### src/rtl/tag_lookup_ctrl_pkg.sv
// Shared widths, FSM encoding and helpers for the tag lookup controller.
package tag_lookup_ctrl_pkg;

    localparam int INDEX     = 4;
    localparam int TAG       = 4;
    localparam int CACHESIZE = 1 << INDEX;

    typedef enum logic [2:0] {
        IDLE     = 3'd0,
        READ     = 3'd1,
        CMP      = 3'd2,
        FILL_REQ = 3'd3,
        FILL_WR  = 3'd4,
        RESP     = 3'd5
    } lookupState_e;

    function automatic logic [15:0] satInc(input logic [15:0] v);
        return (v == 16'hFFFF) ? v : v + 16'd1;
    endfunction

endpackage

### src/rtl/tag_lookup_ctrl_valid_array.sv
// Per-line valid bits: async clear, synchronous flush-all, single-bit set, combinational read.
module tag_lookup_ctrl_valid_array #(
    parameter int INDEX_W   = 4,
    parameter int CACHESIZE = 1 << INDEX_W
) (
    input  logic               Clk,
    input  logic               Resetn,
    input  logic               FlushAll,
    input  logic               SetEn,
    input  logic [INDEX_W-1:0] SetIdx,
    input  logic [INDEX_W-1:0] RdIdx,
    output logic               RdValid
);

    logic [CACHESIZE-1:0] validBits;

    always_ff @(posedge Clk or negedge Resetn) begin
        if (!Resetn) begin
            validBits <= '0;
        end else if (FlushAll) begin
            validBits <= '0;
        end else if (SetEn) begin
            validBits[SetIdx] <= 1'b1;
        end
    end

    assign RdValid = validBits[RdIdx];

endmodule

### src/rtl/tag_lookup_ctrl.sv
// Direct-mapped tag lookup sequencer: reads the external tag RAM, compares, and
// requests a line fill on a miss before writing the new tag back.
//
// state    | meaning
// IDLE     | waiting for a request; Flush clears all valid bits here
// READ     | tag RAM registers TagOut for the latched index
// CMP      | compare stored tag and valid bit against the request
// FILL_REQ | MemReq held until MemAck
// FILL_WR  | TrWrite pulse, tag RAM writes on the mid-cycle negedge
// RESP     | one-cycle CpuAck
module tag_lookup_ctrl
    import tag_lookup_ctrl_pkg::*;
#(
    parameter int INDEX_W   = INDEX,
    parameter int TAG_W     = TAG,
    parameter int CACHESIZE = 1 << INDEX_W
) (
    input  logic                     Clk,
    input  logic                     Resetn,
    input  logic                     CpuReq,
    input  logic [TAG_W+INDEX_W-1:0] CpuAddr,
    input  logic                     CpuWr,
    input  logic                     Flush,
    output logic                     CpuAck,
    output logic                     CpuHit,
    output logic                     MemReq,
    output logic [TAG_W+INDEX_W-1:0] MemAddr,
    input  logic                     MemAck,
    output logic [INDEX_W-1:0]       TrAddress,
    output logic [TAG_W-1:0]         TrTagIn,
    output logic                     TrWrite,
    input  logic [TAG_W-1:0]         TrTagOut,
    output logic [15:0]              HitCount,
    output logic [15:0]              MissCount
);

    lookupState_e state, stateNext;

    logic [TAG_W-1:0]         reqTag, reqTagNext;
    logic [INDEX_W-1:0]       reqIndex, reqIndexNext;
    logic [15:0]              hitCnt, hitCntNext;
    logic [15:0]              missCnt, missCntNext;
    logic                     cpuAckNext, cpuHitNext, memReqNext, trWriteNext;
    logic [TAG_W+INDEX_W-1:0] memAddrNext;
    logic [INDEX_W-1:0]       trAddressNext;
    logic [TAG_W-1:0]         trTagInNext;
    logic                     lineValid, flushAll, setValid, tagHit;
    logic                     unusedWr;

    // Writes allocate exactly like reads, so the direction bit has no effect here.
    assign unusedWr  = CpuWr;
    assign flushAll  = (state == IDLE) && Flush;
    assign setValid  = (state == FILL_WR);
    assign tagHit    = lineValid && (TrTagOut == reqTag);
    assign HitCount  = hitCnt;
    assign MissCount = missCnt;

    tag_lookup_ctrl_valid_array #(
        .INDEX_W  (INDEX_W),
        .CACHESIZE(CACHESIZE)
    ) u_validArray (
        .Clk     (Clk),
        .Resetn  (Resetn),
        .FlushAll(flushAll),
        .SetEn   (setValid),
        .SetIdx  (reqIndex),
        .RdIdx   (reqIndex),
        .RdValid (lineValid)
    );

    always_ff @(posedge Clk or negedge Resetn) begin
        if (!Resetn) begin
            state     <= IDLE;
            reqTag    <= '0;
            reqIndex  <= '0;
            hitCnt    <= '0;
            missCnt   <= '0;
            CpuAck    <= 1'b0;
            CpuHit    <= 1'b0;
            MemReq    <= 1'b0;
            MemAddr   <= '0;
            TrAddress <= '0;
            TrTagIn   <= '0;
            TrWrite   <= 1'b0;
        end else begin
            state     <= stateNext;
            reqTag    <= reqTagNext;
            reqIndex  <= reqIndexNext;
            hitCnt    <= hitCntNext;
            missCnt   <= missCntNext;
            CpuAck    <= cpuAckNext;
            CpuHit    <= cpuHitNext;
            MemReq    <= memReqNext;
            MemAddr   <= memAddrNext;
            TrAddress <= trAddressNext;
            TrTagIn   <= trTagInNext;
            TrWrite   <= trWriteNext;
        end
    end

    always_comb begin
        stateNext = state;
        case (state)
            IDLE:     if (!Flush && CpuReq) stateNext = READ;
            READ:     stateNext = CMP;
            CMP:      stateNext = tagHit ? RESP : FILL_REQ;
            FILL_REQ: if (MemAck) stateNext = FILL_WR;
            FILL_WR:  stateNext = RESP;
            RESP:     stateNext = IDLE;
            default:  stateNext = IDLE;
        endcase
    end

    always_comb begin
        reqTagNext    = reqTag;
        reqIndexNext  = reqIndex;
        hitCntNext    = hitCnt;
        missCntNext   = missCnt;
        cpuAckNext    = 1'b0;
        cpuHitNext    = 1'b0;
        memReqNext    = MemReq;
        memAddrNext   = MemAddr;
        trAddressNext = TrAddress;
        trTagInNext   = TrTagIn;
        trWriteNext   = 1'b0;
        case (state)
            IDLE: begin
                if (!Flush && CpuReq) begin
                    reqTagNext    = CpuAddr[TAG_W+INDEX_W-1 -: TAG_W];
                    reqIndexNext  = CpuAddr[INDEX_W-1:0];
                    trAddressNext = CpuAddr[INDEX_W-1:0];
                end
            end
            CMP: begin
                if (tagHit) begin
                    cpuHitNext = 1'b1;
                    cpuAckNext = 1'b1;
                    hitCntNext = satInc(hitCnt);
                end else begin
                    memReqNext  = 1'b1;
                    memAddrNext = {reqTag, reqIndex};
                    missCntNext = satInc(missCnt);
                end
            end
            FILL_REQ: begin
                if (MemAck) begin
                    memReqNext  = 1'b0;
                    trTagInNext = reqTag;
                    trWriteNext = 1'b1;
                end
            end
            FILL_WR: cpuAckNext = 1'b1;
            default: ;
        endcase
    end

endmodule

### config.mk
export PLATFORM = sky130hd
export DESIGN_NAME = tag_lookup_ctrl
export DESIGN_NICKNAME = d
export VERILOG_FILES = /design/src/rtl/tag_lookup_ctrl_pkg.sv /design/src/rtl/tag_lookup_ctrl_valid_array.sv /design/src/rtl/tag_lookup_ctrl.sv
export SDC_FILE = /design/constraint.sdc
export NUM_CORES = 1
export LEC_CHECK = 0
export ABC_AREA = 1
export CAP_MARGIN = 20
export CELL_PAD_IN_SITES_DETAIL_PLACEMENT = 1
export CELL_PAD_IN_SITES_GLOBAL_PLACEMENT = 1
export CORE_MARGIN = 1.5
export CORE_UTILIZATION = 42
export CTS_CLUSTER_DIAMETER = 100
export DETAILED_ROUTE_END_ITERATION = 10
export MAX_ROUTING_LAYER = met4
export PLACE_DENSITY_LB_ADDON = 0.1
export SETUP_SLACK_MARGIN = 0.3
export SLEW_MARGIN = 30
export SYNTH_ARGS = -nofsm -noshare
export SYNTH_HDL_FRONTEND = slang
export SYNTH_HIERARCHICAL = 1
export SYNTH_SLANG_ARGS = --single-unit
### constraint.sdc
create_clock -name Clk -period 5 [get_ports Clk]
set_input_delay 1 -clock Clk [delete_from_list [all_inputs] [get_ports Clk]]
set_output_delay 1 -clock Clk [all_outputs]
set_load 0.01 [all_outputs]
Yosys cells after proc, flatten, opt, wreduce, memory -nomap -nowiden

Index checks and enable logic that the tools add are counted.

Output and inout bits: 52
Bits in registers: 75
Input bits: 18
Logic and storage cells: 63

Equality and inequality tests: 10
Add/sub/neg operators: 2
Reduce and logical (&&, ||, !) cells: 15
$lt $le $gt $ge: 2
Bitwise operators: 4
Mux-type cells: 18

Operators by type and width:

| kind                                                 | number |
|---|---|
| adder 16 x 1 -> 16 bit (second input constant)       | 2 |
| equality test 16 bit (second input constant)         | 2 |
| two-way mux 16 bit                                   | 2 |
| bitwise OR 16 bit                                    | 1 |
| one-hot mux 3 bit (5 select lines)                   | 1 |
| two-way mux 3 bit                                    | 3 |
| AND reduction 3 bit                                  | 3 |
| two-way mux 1 bit                                    | 8 |
| AND reduction 2 bit                                  | 4 |
| equality test 3 x 2 -> 1 bit (second input constant) | 2 |
| < comparator 4 x 5 -> 1 bit (second input constant)  | 1 |
| binary-select mux 1 bit (select 4 bit)               | 1 |
| demux 1 bit (select 4 bit)                           | 1 |
| equality test 4 bit                                  | 1 |
| >= comparator 4 x 1 -> 1 bit (second input constant) | 1 |
| logical AND 1 bit                                    | 4 |
| != test 2 bit (second input constant)                | 2 |
| one-hot mux 1 bit (2 select lines)                   | 2 |
| nonzero test 2 bit                                   | 2 |
| equality test 3 x 1 -> 1 bit (second input constant) | 1 |
| equality test 3 bit (second input constant)          | 1 |
| logical NOT 3 bit                                    | 1 |
| inverter 1 bit                                       | 3 |
| != test 2 x 1 -> 1 bit (second input constant)       | 1 |
| logical NOT 1 bit                                    | 1 |

Depth between registers and ports, before layout

Gate-level depths: netlist of run 1.

Word-level depth: 7
Depth in mapped cells: 15
Mapped depth without buffers: 13

Modules after synthesis

Netlist of run 1, hierarchy kept.

Modules (own cells, without submodules):

| module                      | cells an instance | seq. area each (um^2) | area each (um^2) | instances |
|---|---|---|---|---|
| tag_lookup_ctrl             | 416               | 1476.4                | 3285.7           | 1 |
| tag_lookup_ctrl_valid_array | 115               | 400.4                 | 844.6            | 1 |

Least setup slack after synthesis of run 1

OpenSTA, ideal clock, no wires.

Kind: input to register
From: input TrTagOut[2]
To: register hitCnt[5], in the netlist HitCount[5]
Library setup time: 0.117 ns
Arrival: 1.842 ns
Buffers on the path: 1
Path slack: 3.041 ns
Stages: 7
Data required time: 4.883 ns
Cell sequence: xnor2_1 > nand2_1 > nor2_4 > nand3_4 > buf_12 > nand2_1 > nand2_1

Longest elaborated chain between the ends: 3

Ends and longest elaborated chain:

| what                                 | line                  | RTL |
|---|---|---|
| start, declared                      | tag_lookup_ctrl.sv:32 | `input logic [TAG_W-1:0] TrTagOut,` |
| equality test 4 bit                  | tag_lookup_ctrl.sv:54 | `assign tagHit = lineValid && (TrTagOut == reqTag);` |
| logical AND 1 bit                    | tag_lookup_ctrl.sv:54 |  |
| AND reduction 3 bit (no source line) | -                     |  |
| end signal, assigned                 | tag_lookup_ctrl.sv:89 | `hitCnt <= hitCntNext;` |
| end, declared                        | tag_lookup_ctrl.sv:41 | `logic [15:0] hitCnt, hitCntNext;` |

No other way between the ends.
A chain may end at the register's enable or synchronous reset.

Worst setup path after layout of run 1

From: register reqIndex[0]
To: register missCnt[8], in the netlist MissCount[8]

Longest elaborated chain between the ends: 5

Ends and longest elaborated chain:

| what                                    | line                              | RTL |
|---|---|---|
| start, declared                         | tag_lookup_ctrl.sv:40             | `logic [INDEX_W-1:0] reqIndex, reqIndexNext;` |
| start signal, assigned                  | tag_lookup_ctrl.sv:88             | `reqIndex <= reqIndexNext;` |
| binary-select mux 1 bit (select 4 bit)  | tag_lookup_ctrl_valid_array.sv:27 | `assign RdValid = validBits[RdIdx];` |
| two-way mux 1 bit (not written as such) | tag_lookup_ctrl_valid_array.sv:27 |  |
| via lineValid                           | tag_lookup_ctrl.sv:47             | `logic lineValid, flushAll, setValid, tagHit;` |
| logical AND 1 bit                       | tag_lookup_ctrl.sv:54             |  |
| inverter 1 bit (no source line)         | -                                 |  |
| AND reduction 3 bit (no source line)    | -                                 |  |
| end signal, assigned                    | tag_lookup_ctrl.sv:90             | `missCnt <= missCntNext;` |
| end, declared                           | tag_lookup_ctrl.sv:42             | `logic [15:0] missCnt, missCntNext;` |

The timed path passes the listed nets, and every way through them passes these cells. The select of a mux whose other input is x is not followed.

==> results of run 1 <==
[worst paths after layout]
path | from | to
hold / removal | TrTagIn[3] | TrTagIn[3]
setup reg to reg | reqIndex[0] | MissCount[8]
hold reg to reg | TrTagIn[3] | TrTagIn[3]
min in group asynchronous | Resetn | TrTagIn[1]
max in group asynchronous | Resetn | HitCount[6]
setup / recovery | reqIndex[0] | MissCount[8]
[area by class of cell]
cell class | count | share of cell area [%]
Multi-Input combinational cell | 387 | 37.9
Sequential cell | 75 | 36.6
Timing Repair Buffer | 70 | 13.8
Inverter | 57 | 4.22
Tap cell | 133 | 3.25
Clock buffer | 11 | 2.76
Clock inverter | 4 | 1.46
[worst register-to-register path, stage by stage, from the launching register on]
cell     delay, ns
dfrtp_1       0.68
inv_1         0.28
nand2_1       0.12
nand3_1       0.07
nand3_1       0.12
nand3_1       0.10
nand2_1       0.11
nand2_1       0.08
nor2_2        0.17
nand3_4       0.26
nand2_2       0.35
nor2_2        0.15
nand2_1       0.09
nand2_1       0.05
[state kept, by name, indices dropped and copies added, names as in the netlist]
signal                  cells
HitCount                   16
MemAddr                     8
MemReq                      1
CpuAck                      1
u_validArray/validBits     16
state                       3
MissCount                  16
reqIndex                    4
CpuHit                      1
reqTag                      4
TrWrite                     1
TrTagIn                     4
[cell usage in the layout, fill, tap and decap left out, types with 9 or more instances in the layout]
| master | count |
|---|---|
| clkbuf_8 | 10 |
| a21oi_1 | 21 |
| o21ai_0 | 10 |
| nand4_1 | 15 |
| xnor2_1 | 9 |
| nand2_1 | 188 |
| clkdlybuf4s50_1 | 67 |
| dfrtp_1 | 75 |
| xor2_1 | 9 |
| nor2_1 | 43 |
| inv_1 | 50 |
| nand3_1 | 49 |
[through the flow]
step | setup slack [ns] | hold WS (ns) | instances | total power [uW] | util, %
global placement | 2.22 | 0.465 | 721 | 1770 | 50.7
finish | 2.27 | 0.487 | 737 | 2330 | 53.2
CTS | 2.22 | 0.493 | 737 | 2350 | 53.1
detailed placement | 2.16 | 0.472 | 722 | 1820 | 50.9
global route | 1.94 | 0.518 | 737 | 2500 | 53.2
floorplan | 3.04 | 0.462 | 531 | 1450 | -
[layer usage]
layer	up-vias	GRT usage [%]	share of wire (%)
met5	-	-	0
met4	0	6.95	1.3
met3	14	3.90	2.8
met2	57	39.5	50
met1	1855	29.9	45
li1	1816	-	-
[where the power goes]
group | leakage, uW | internal (uW) | switching, uW
clock network | 0.000102 | 292 | 233
registers | 0.000988 | 754 | 158
logic | 0.00132 | 366 | 528
[cells by family (layout without fill, tap and decap cells)]
kind of cell | Yosys count | in the layout | share of synthesized area [%]
xor gates and xnor gates | 18 | 18 | 3.82
muxes | 4 | 4 | 1.09
AOI/OAI and AO/OA | 37 | 37 | 4.48
and+or+nand+nor | 326 | 326 | 36.8
DFF | 75 | 75 | 45.4
adders and majority gates | 2 | 2 | 0.606
buffers and inverters | 69 | 142 | 7.72
==> flow_summary.toml, run 1 <==
[status]
status = "finished clean"

[timing]
hold_viol = 0
rsz0062_at_grt = "false"
min_period_ns = 2.73
skew_ns = 0.00931
final_max_slew_viol_count = 0
maxSlewHeadroom_pct = 55.8
worst_pin_slew_ns = 0.661
period_share_pct = 54.5
setup_viol_count_final = 0
max_freq_mhz = 367
setup_tns_ns = 0

[critical_path]
worst_path_max_delay_cell = "dfrtp_1"
r2r_setup_slack_ns = 2.27
path_max_fanout = 17
worst-path-stages = 13
crit_arrival_ns = 2.98
r2r_cells = 13
critPathKind = "reg -> reg"
cp-end-kind = "flop"
crit_chain = "inv_1, nand2_1, nand3_1, nand3_1, nand3_1, nand2_1, nand2_1, nor2_2, nand3_4, nand2_2, nor2_2, nand2_1, nand2_1"
crit_buf_inv = 1
cp-start-kind = "flop"
critPathMostFrequentCell = "nand2_1"
slowest_delay_ns = 0.68
worst_ep_required_time_ns = 5.26
critPathTopFamily = "simple AND/OR/NAND/NOR gates"

[cts]
cts_max_level = 3
ctsResizeCount = 0
clkLatencyLatePin_ns = 0.36
clkSinkCount = 75
clockBufferDepth = 2
path_clk_slew_ns = 0.08
post_cts_buffers = 0
clockRootBuffer = "clkbuf_8"
ctsHoldBuffers = 0
cts_tree = "built"
cts_buffers = 9

[logic_synthesis]
synth_top_area_share_pct = 45.4
synthTopCellsByArea = "dfrtp_1 45%, nand2_1 17%, nand3_1 5.9%, inv_1 4.5%, nor2_1 3.9%"
synth.distinct_cells = 34
ys_async_sr_fraction_pct = 100
synth_common_cells = "188 x nand2_1, 75 x dfrtp_1, 50 x inv_1"
synth-edff-count = 0
yosysMostFrequentCell = "nand2_1"
synth-seq-area-share_pct = 45.4
yosysTopAreaCell = "dfrtp_1"
synth_cells = 531
synthFlopType = "dfrtp_1"
syn_area_per_cell_um2 = 7.78
ys_seq_elements = 75
synth_area_mm2 = 0.00413
syn_nets = 551
ys.warnings.count = 6

[die]
coreArea_mm2 = 0.00964
die_width_um = 102
die_h_um = 102
io_pins = 70
start_util_pct = 42.8
dieArea_mm2 = 0.0104
rows = 36

[finish]
diodes = 0
regArea_mm2 = 0.00188
fillers = 1227
drive_above_1_share_pct = 8.77
multi_input_area_mm2 = 0.00195
area_growth_pct = 24.1
nets = 620
final_cell_area_mm2 = 0.00513

[global_routing]
grt_use_total_pct = 23.7
antenna_found_initial = 0
grt_pass1_wl_um = 18600
grt_max_degree = 41
grt.overflow.total = 0
grt_pass1_vias = 3874

[hold_path]
min_path_type = "reg -> reg"
min_path_cells = 2

[placed_design]
io_buffers = 68
dp_hpwl_um = 7900
place.gp.congestion = 0.839
placed_cell_area_mm2 = 0.00490

[flow_run]
drv_cap = 0

[route]
via_count = 3742
ant_nets = 0
wire_per_inst_um = 15.0
drt_iter0_drc = 133
avgViaCountPerCell = 5.08
firstDrtPassIters = 4
remaining_drc_errors = 0
wl_um = 11100

[power_and_ir_drop]
ir_worst_vdd_mv = 0.200
p_leak_uw = 0.00241
powerDensity_mw_per_mm2 = 455
Power figures use the tool's default switching activity.
==> inputs of run 2 (changes only) <==
Settings changed: CORE_UTILIZATION 42 to 39.
Clock period 5 ns to 2.7 ns, I/O delays scaled along.
==> run 2 against run 1 <==
  * Final area increased by 1.2%
  * Clock power grew 90%
  * Sequential cell count stayed put
  * Hold slack lost 0.29 ns
  * Register-to-register slack got worse by 1.8 ns
  * Sequential share of layout area is 0.40 points lower
  * Global-route usage shrank 2.4 points
  * Total power increased by 89%
  * Clock skew down 0.00051 ns
  * Wire length decreased by 0.12%
  * Via count down 0.51%
  * Utilization shrank 2.7 points
  * Largest power group is now combinational cells
==> flow_summary.toml, run 2 (same netlist as run 1, synthesis figures left out) <==
[cts]
path_clk_slew_ns = 0.08
clockRootBuffer = "clkbuf_8"
cts_max_level = 3
clkLatencyLatePin_ns = 0.35
clkSinkCount = 75
clockBufferDepth = 2
cts_buffers = 9
cts_tree = "built"

[power_and_ir_drop]
powerDensity_mw_per_mm2 = 851
p_sw_uw = 1730
p_leak_uw = 0.00244
ir_worst_vdd_mv = 0.358
internal_power_uw = 2680
p_clk_share_pct = 22.7
seqPwrFrac_pct = 37.8
swShare_pct = 39.2
comb_power_share_pct = 39.5

[route]
wire_per_inst_um = 14.8
wl_um = 11100
ant_nets = 0
via_count = 3723
avgViaCountPerCell = 4.98
remaining_drc_errors = 0
drt_iter0_drc = 104
firstDrtPassIters = 5

[critical_path]
path_max_fanout = 15
critPathMostFrequentCell = "nand2_1"
r2r_start = "reqIndex[0]"
worst_ep_required_time_ns = 2.99
cp-start-kind = "flop"
critPathKind = "reg -> reg"
slowest_delay_ns = 0.40
worst_path_max_delay_cell = "dfrtp_1"
cp-end-kind = "flop"
crit_start = "reqIndex[0]"
crit_chain = "buf_4, o21ai_0, nand2_1, nand3_1, nand3_1, nand2_1, nand2_1, nor2_2, nand3_4, buf_4, nand3_4, nand2_1, nand2_1"
crit_arrival_ns = 2.47

[die]
coreArea_mm2 = 0.0103
dieArea_mm2 = 0.0112
start_util_pct = 40.2
io_pins = 70
die_width_um = 106
rows = 37
die_h_um = 106

[timing]
period_share_pct = 80.7
min_period_ns = 2.18
max_freq_mhz = 459
final_max_slew_viol_count = 0
setup_tns_ns = 0
maxSlewHeadroom_pct = 52.8
skew_ns = 0.00880
rsz0062_at_grt = "false"
worst_pin_slew_ns = 0.709
hold_viol = 0
setup_viol_count_final = 0
finalWorstSetupSlack_ns = 0.522

[finish]
fin_util_pct = 50.5
area_growth_pct = 25.6
nets = 627
final_cell_mix = "188 x nand2_1, 74 x dfrtp_1, 67 x clkdlybuf4s50_1"
diodes = 0
drive_above_1_share_pct = 9.97
layout_commonest_cell = "nand2_1"

[placed_design]
dp_hpwl_um = 7890
place.gp.congestion = 0.831
io_buffers = 68
dp_slack_ns = 0.485

[hold_path]
min_path_type = "in -> async"

[status]
status = "finished clean"

[global_routing]
antenna_found_initial = 0
grt.overflow.total = 0
grt_max_degree = 76
grt_use_total_pct = 21.3
grt_pass1_vias = 3806
grt_pass1_wl_um = 18600

[flow_run]
drv_cap = 0
## run 2: cell count changes in the layout (fill, tap and decap cells not counted), sizes merged
cell / before / now
clkinvlp: 2 / 1
buf: 3 / 10
clkinv: 0 / 1
inv: 57 / 58
## run 2: layout make-up
class	instances	area (um^2)
flip-flops and latches	75	1880
fillers	1294	5090
inverters	57	216
multi-input cells	387	1930
clock inverters	5	85.1
well taps	136	170
repair buffers	77	762
clock buffers	11	141
## run 2: worst max-delay path, delay by kind of cell, from the launching register on
family	cells	cell delay, ns
DFF	1	0.40
and+or+nand+nor	10	1.11
buffers and inverters	2	0.41
AOI/OAI and AO/OA	1	0.18
## run 2: path summary, 6_finish.rpt
check | to | slack [ns] | cells after the start
setup reg to reg | MissCount[0] | 0.52 | 13
max in group asynchronous | HitCount[12] | 2.00 | 1
hold reg to reg | TrTagIn[2] | 0.49 | 2
hold / removal | TrTagIn[0] | 0.19 | 1
min in group Clk | TrTagIn[2] | 0.49 | 2
setup / recovery | MissCount[0] | 0.52 | 13
## run 2: what timing repair did
item,in CTS,in global routing
gates resized for setup,0,1
buffers inserted,0,2
endpoints found under the setup margin,0,26
hold buffers,0,0
## run 2: per-stage QoR
stage	hold slack [ns]	total power, uW	std cells	cell area, um^2
2_1_floorplan	0.244	2690	531	4130
3_3_place_gp	0.464	3350	730	4930
3_5_place_dp	0.477	3430	730	4930
4_1_cts	0.378	4460	746	5150
5_1_grt	0.247	4730	748	5190
6_report	0.193	4410	748	5190
## run 2: per-layer routing
metal / up-vias / GRT usage (%) / share of wire, %
met5: - / - / 0
met4: 0 / 7.63 / 1.6
met3: 13 / 2.76 / 2.9
met2: 57 / 34.6 / 48
met1: 1816 / 27.6 / 47
li1: 1837 / - / -
## run 2: power groups by stage
stage          Sequential [uW]  Combinational [uW]  Clock, uW
2_1_floorplan             1720                 977          0
3_3_place_gp              1680                1670          0
3_5_place_dp              1690                1740          0
4_1_cts                   1670                1750       1030
5_1_grt                   1710                1940       1070
6_report                  1670                1740       1000
==> inputs of run 3 (changes only) <==
Settings changed: CORE_UTILIZATION 39 to 35.
Clock period 2.7 ns to 1.9 ns, I/O delays scaled along.
==> run 3 against run 2 <==
  * The run now ends with negative hold slack, negative setup slack left
  * Global-route usage is 0.42 points higher
  * Via count increased by 5.2%
  * Clock power increased by 110%
  * Largest cell class unchanged
  * Highest routed layer unchanged
==> flow_summary.toml, run 3 (same netlist as run 1, synthesis figures left out) <==
[cts]
cts_buffers = 9
clockRootBuffer = "clkbuf_16"
clkLatencyLatePin_ns = 0.34
ctsHoldBuffers = 0
path_clk_slew_ns = 0.06
clockBufferDepth = 2
cts_tree = "built"
cts_max_level = 3
clkSinkCount = 75

[die]
rows = 39
io_pins = 70
die_h_um = 112
dieArea_mm2 = 0.0125
start_util_pct = 36.0
coreArea_mm2 = 0.0115
die_width_um = 112

[power_and_ir_drop]
ir_worst_vdd_mv = 0.998
p_leak_uw = 0.00295
power_uw = 7660
powerDensity_mw_per_mm2 = 1290

[timing]
finalWorstSetupSlack_ns = -0.122
setup_viol_count_final = 26
setup_tns_ns = -1.67
whs_ns = -0.00130
worst_pin_slew_ns = 0.496
hold_viol = 1
period_share_pct = 106
max_freq_mhz = 495
final_max_slew_viol_count = 0
skew_ns = 0.00694
rsz0062_at_grt = "true"
maxSlewHeadroom_pct = 67.0
min_period_ns = 2.02

[finish]
area_growth_pct = 44.1
nets = 662
diodes = 0
final_cells = 790
drive_above_1_share_pct = 26.6
final_cell_mix = "155 x nand2_1, 56 x dfrtp_1, 48 x inv_1"
layout_commonest_cell = "nand2_1"

[route]
via_count = 3917
firstDrtPassIters = 5
wire_per_inst_um = 15.9
ant_nets = 0
wl_um = 12600
avgViaCountPerCell = 4.96
remaining_drc_errors = 0
drt_iter0_drc = 108

[critical_path]
cp-start-kind = "flop"
worst_ep_required_time_ns = 2.13
crit_chain = "buf_6, nand2_2, nand3_2, nand3_2, nand3_1, nand2_2, nand2_2, nor2_4, nand2_2, nor2_4, nand3_4, nand2_1, nand2_1"
cp-end-kind = "flop"
crit_buf_inv = 1
slowest_delay_ns = 0.46
r2r_setup_slack_ns = -0.12
critPathMostFrequentCell = "nand2_2"
crit_start = "reqIndex[0]"
critPathTopFamily = "simple AND/OR/NAND/NOR gates"
rr_endpoint = "HitCount[1]"
r2r_cells = 13
worst_path_max_delay_cell = "dfrtp_2"
critPathKind = "reg -> reg"
r2r_start = "reqIndex[0]"
path_max_fanout = 8
crit_arrival_ns = 2.25

[global_routing]
grt_pass1_wl_um = 21000
use_met2_pct = 36.1
gr-usage-met1_pct = 27.3
antenna_found_initial = 0
grt_max_degree = 35
grt_busiest_layer = "met2"
grt.overflow.total = 0
grtUsageMet3_pct = 3.21
grt_pass1_vias = 4160
grt_use_total_pct = 21.7

[status]
status = "finished with violations"
violations = "negative hold slack, negative setup slack"

[placed_design]
dp_slack_ns = -0.201
dp_hpwl_um = 8060
io_buffers = 68
dp_cells = 749
place.gp.congestion = 0.830

[hold_path]
min_path_type = "in -> async"

[flow_run]
drv_cap = 0
-- run 3: cell count changes in the layout (fill, tap and decap cells not counted), moves of 5 or more --
| cell | delta |
|---|---|
| clkbuf_8 | -7 |
| nand3_2 | +11 |
| nand3_4 | +5 |
| nand2_1 | -33 |
| buf_6 | +6 |
| nand2_2 | +31 |
| nand3_1 | -14 |
| clkdlybuf4s50_1 | -45 |
| dfrtp_2 | +18 |
| clkbuf_16 | +10 |
| dfrtp_1 | -18 |
| dlygate4sd2_1 | +40 |
| buf_4 | +21 |
-- run 3: area by class of cell --
| class | count | area (um^2) |
|---|---|---|
| fill | 1388 | 5520 |
| timing repair buffer | 110 | 1080 |
| multi-input combinational | 389 | 2210 |
| inverter | 57 | 219 |
| clock buffer | 12 | 267 |
| clock inverter | 4 | 95.1 |
| sequential | 75 | 1900 |
| tap | 143 | 179 |
-- run 3: worst max-delay path by stage --
stage / end / slack, ns / depth (start not counted)
after floorplan: HitCount[5] / 0.08 / 14
after global placement: MissCount[9] / -0.13 / 13
after detailed placement: HitCount[3] / -0.20 / 13
after CTS: HitCount[10] / -0.1 / 13
after global routing: HitCount[1] / -0.23 / 13
final: HitCount[1] / -0.12 / 13
-- run 3: worst register-to-register path: cells and delay by family, from the launching register on --
kind | cells | cell delay [ns]
AND/OR/NAND/NOR | 12 | 1.31
flip-flops | 1 | 0.46
buffers and inverters | 1 | 0.16
-- run 3: report_power, final --
group          leakage (uW)  switching [uW]  total (uW)  internal, uW
Combinational       0.00181            1870        3240          1360
Clock              0.000179             700        2090          1390
Sequential         0.000959             327        2330          2000
-- run 3: layer usage --
layer	wire length, um	part of all wire (%)
met5	0	0
met4	212	1.7
met3	315	2.5
met2	6360	51
met1	5700	45
-- run 3: per-stage QoR --
stage / util [%] / area, um^2
floorplan: - / 4150
global placement: 44.2 / 5070
detailed placement: 44.2 / 5070
CTS: 50.2 / 5760
global route: 51.9 / 5950
finish: 51.9 / 5950
-- run 3: repair_timing --
item | in CTS | in global routing
setup buffers | 21 | 0
gates cloned | 3 | 1
gates resized for setup | 98 | 46
pin swaps | 30 | 28
setup endpoints to repair | 96 | 75
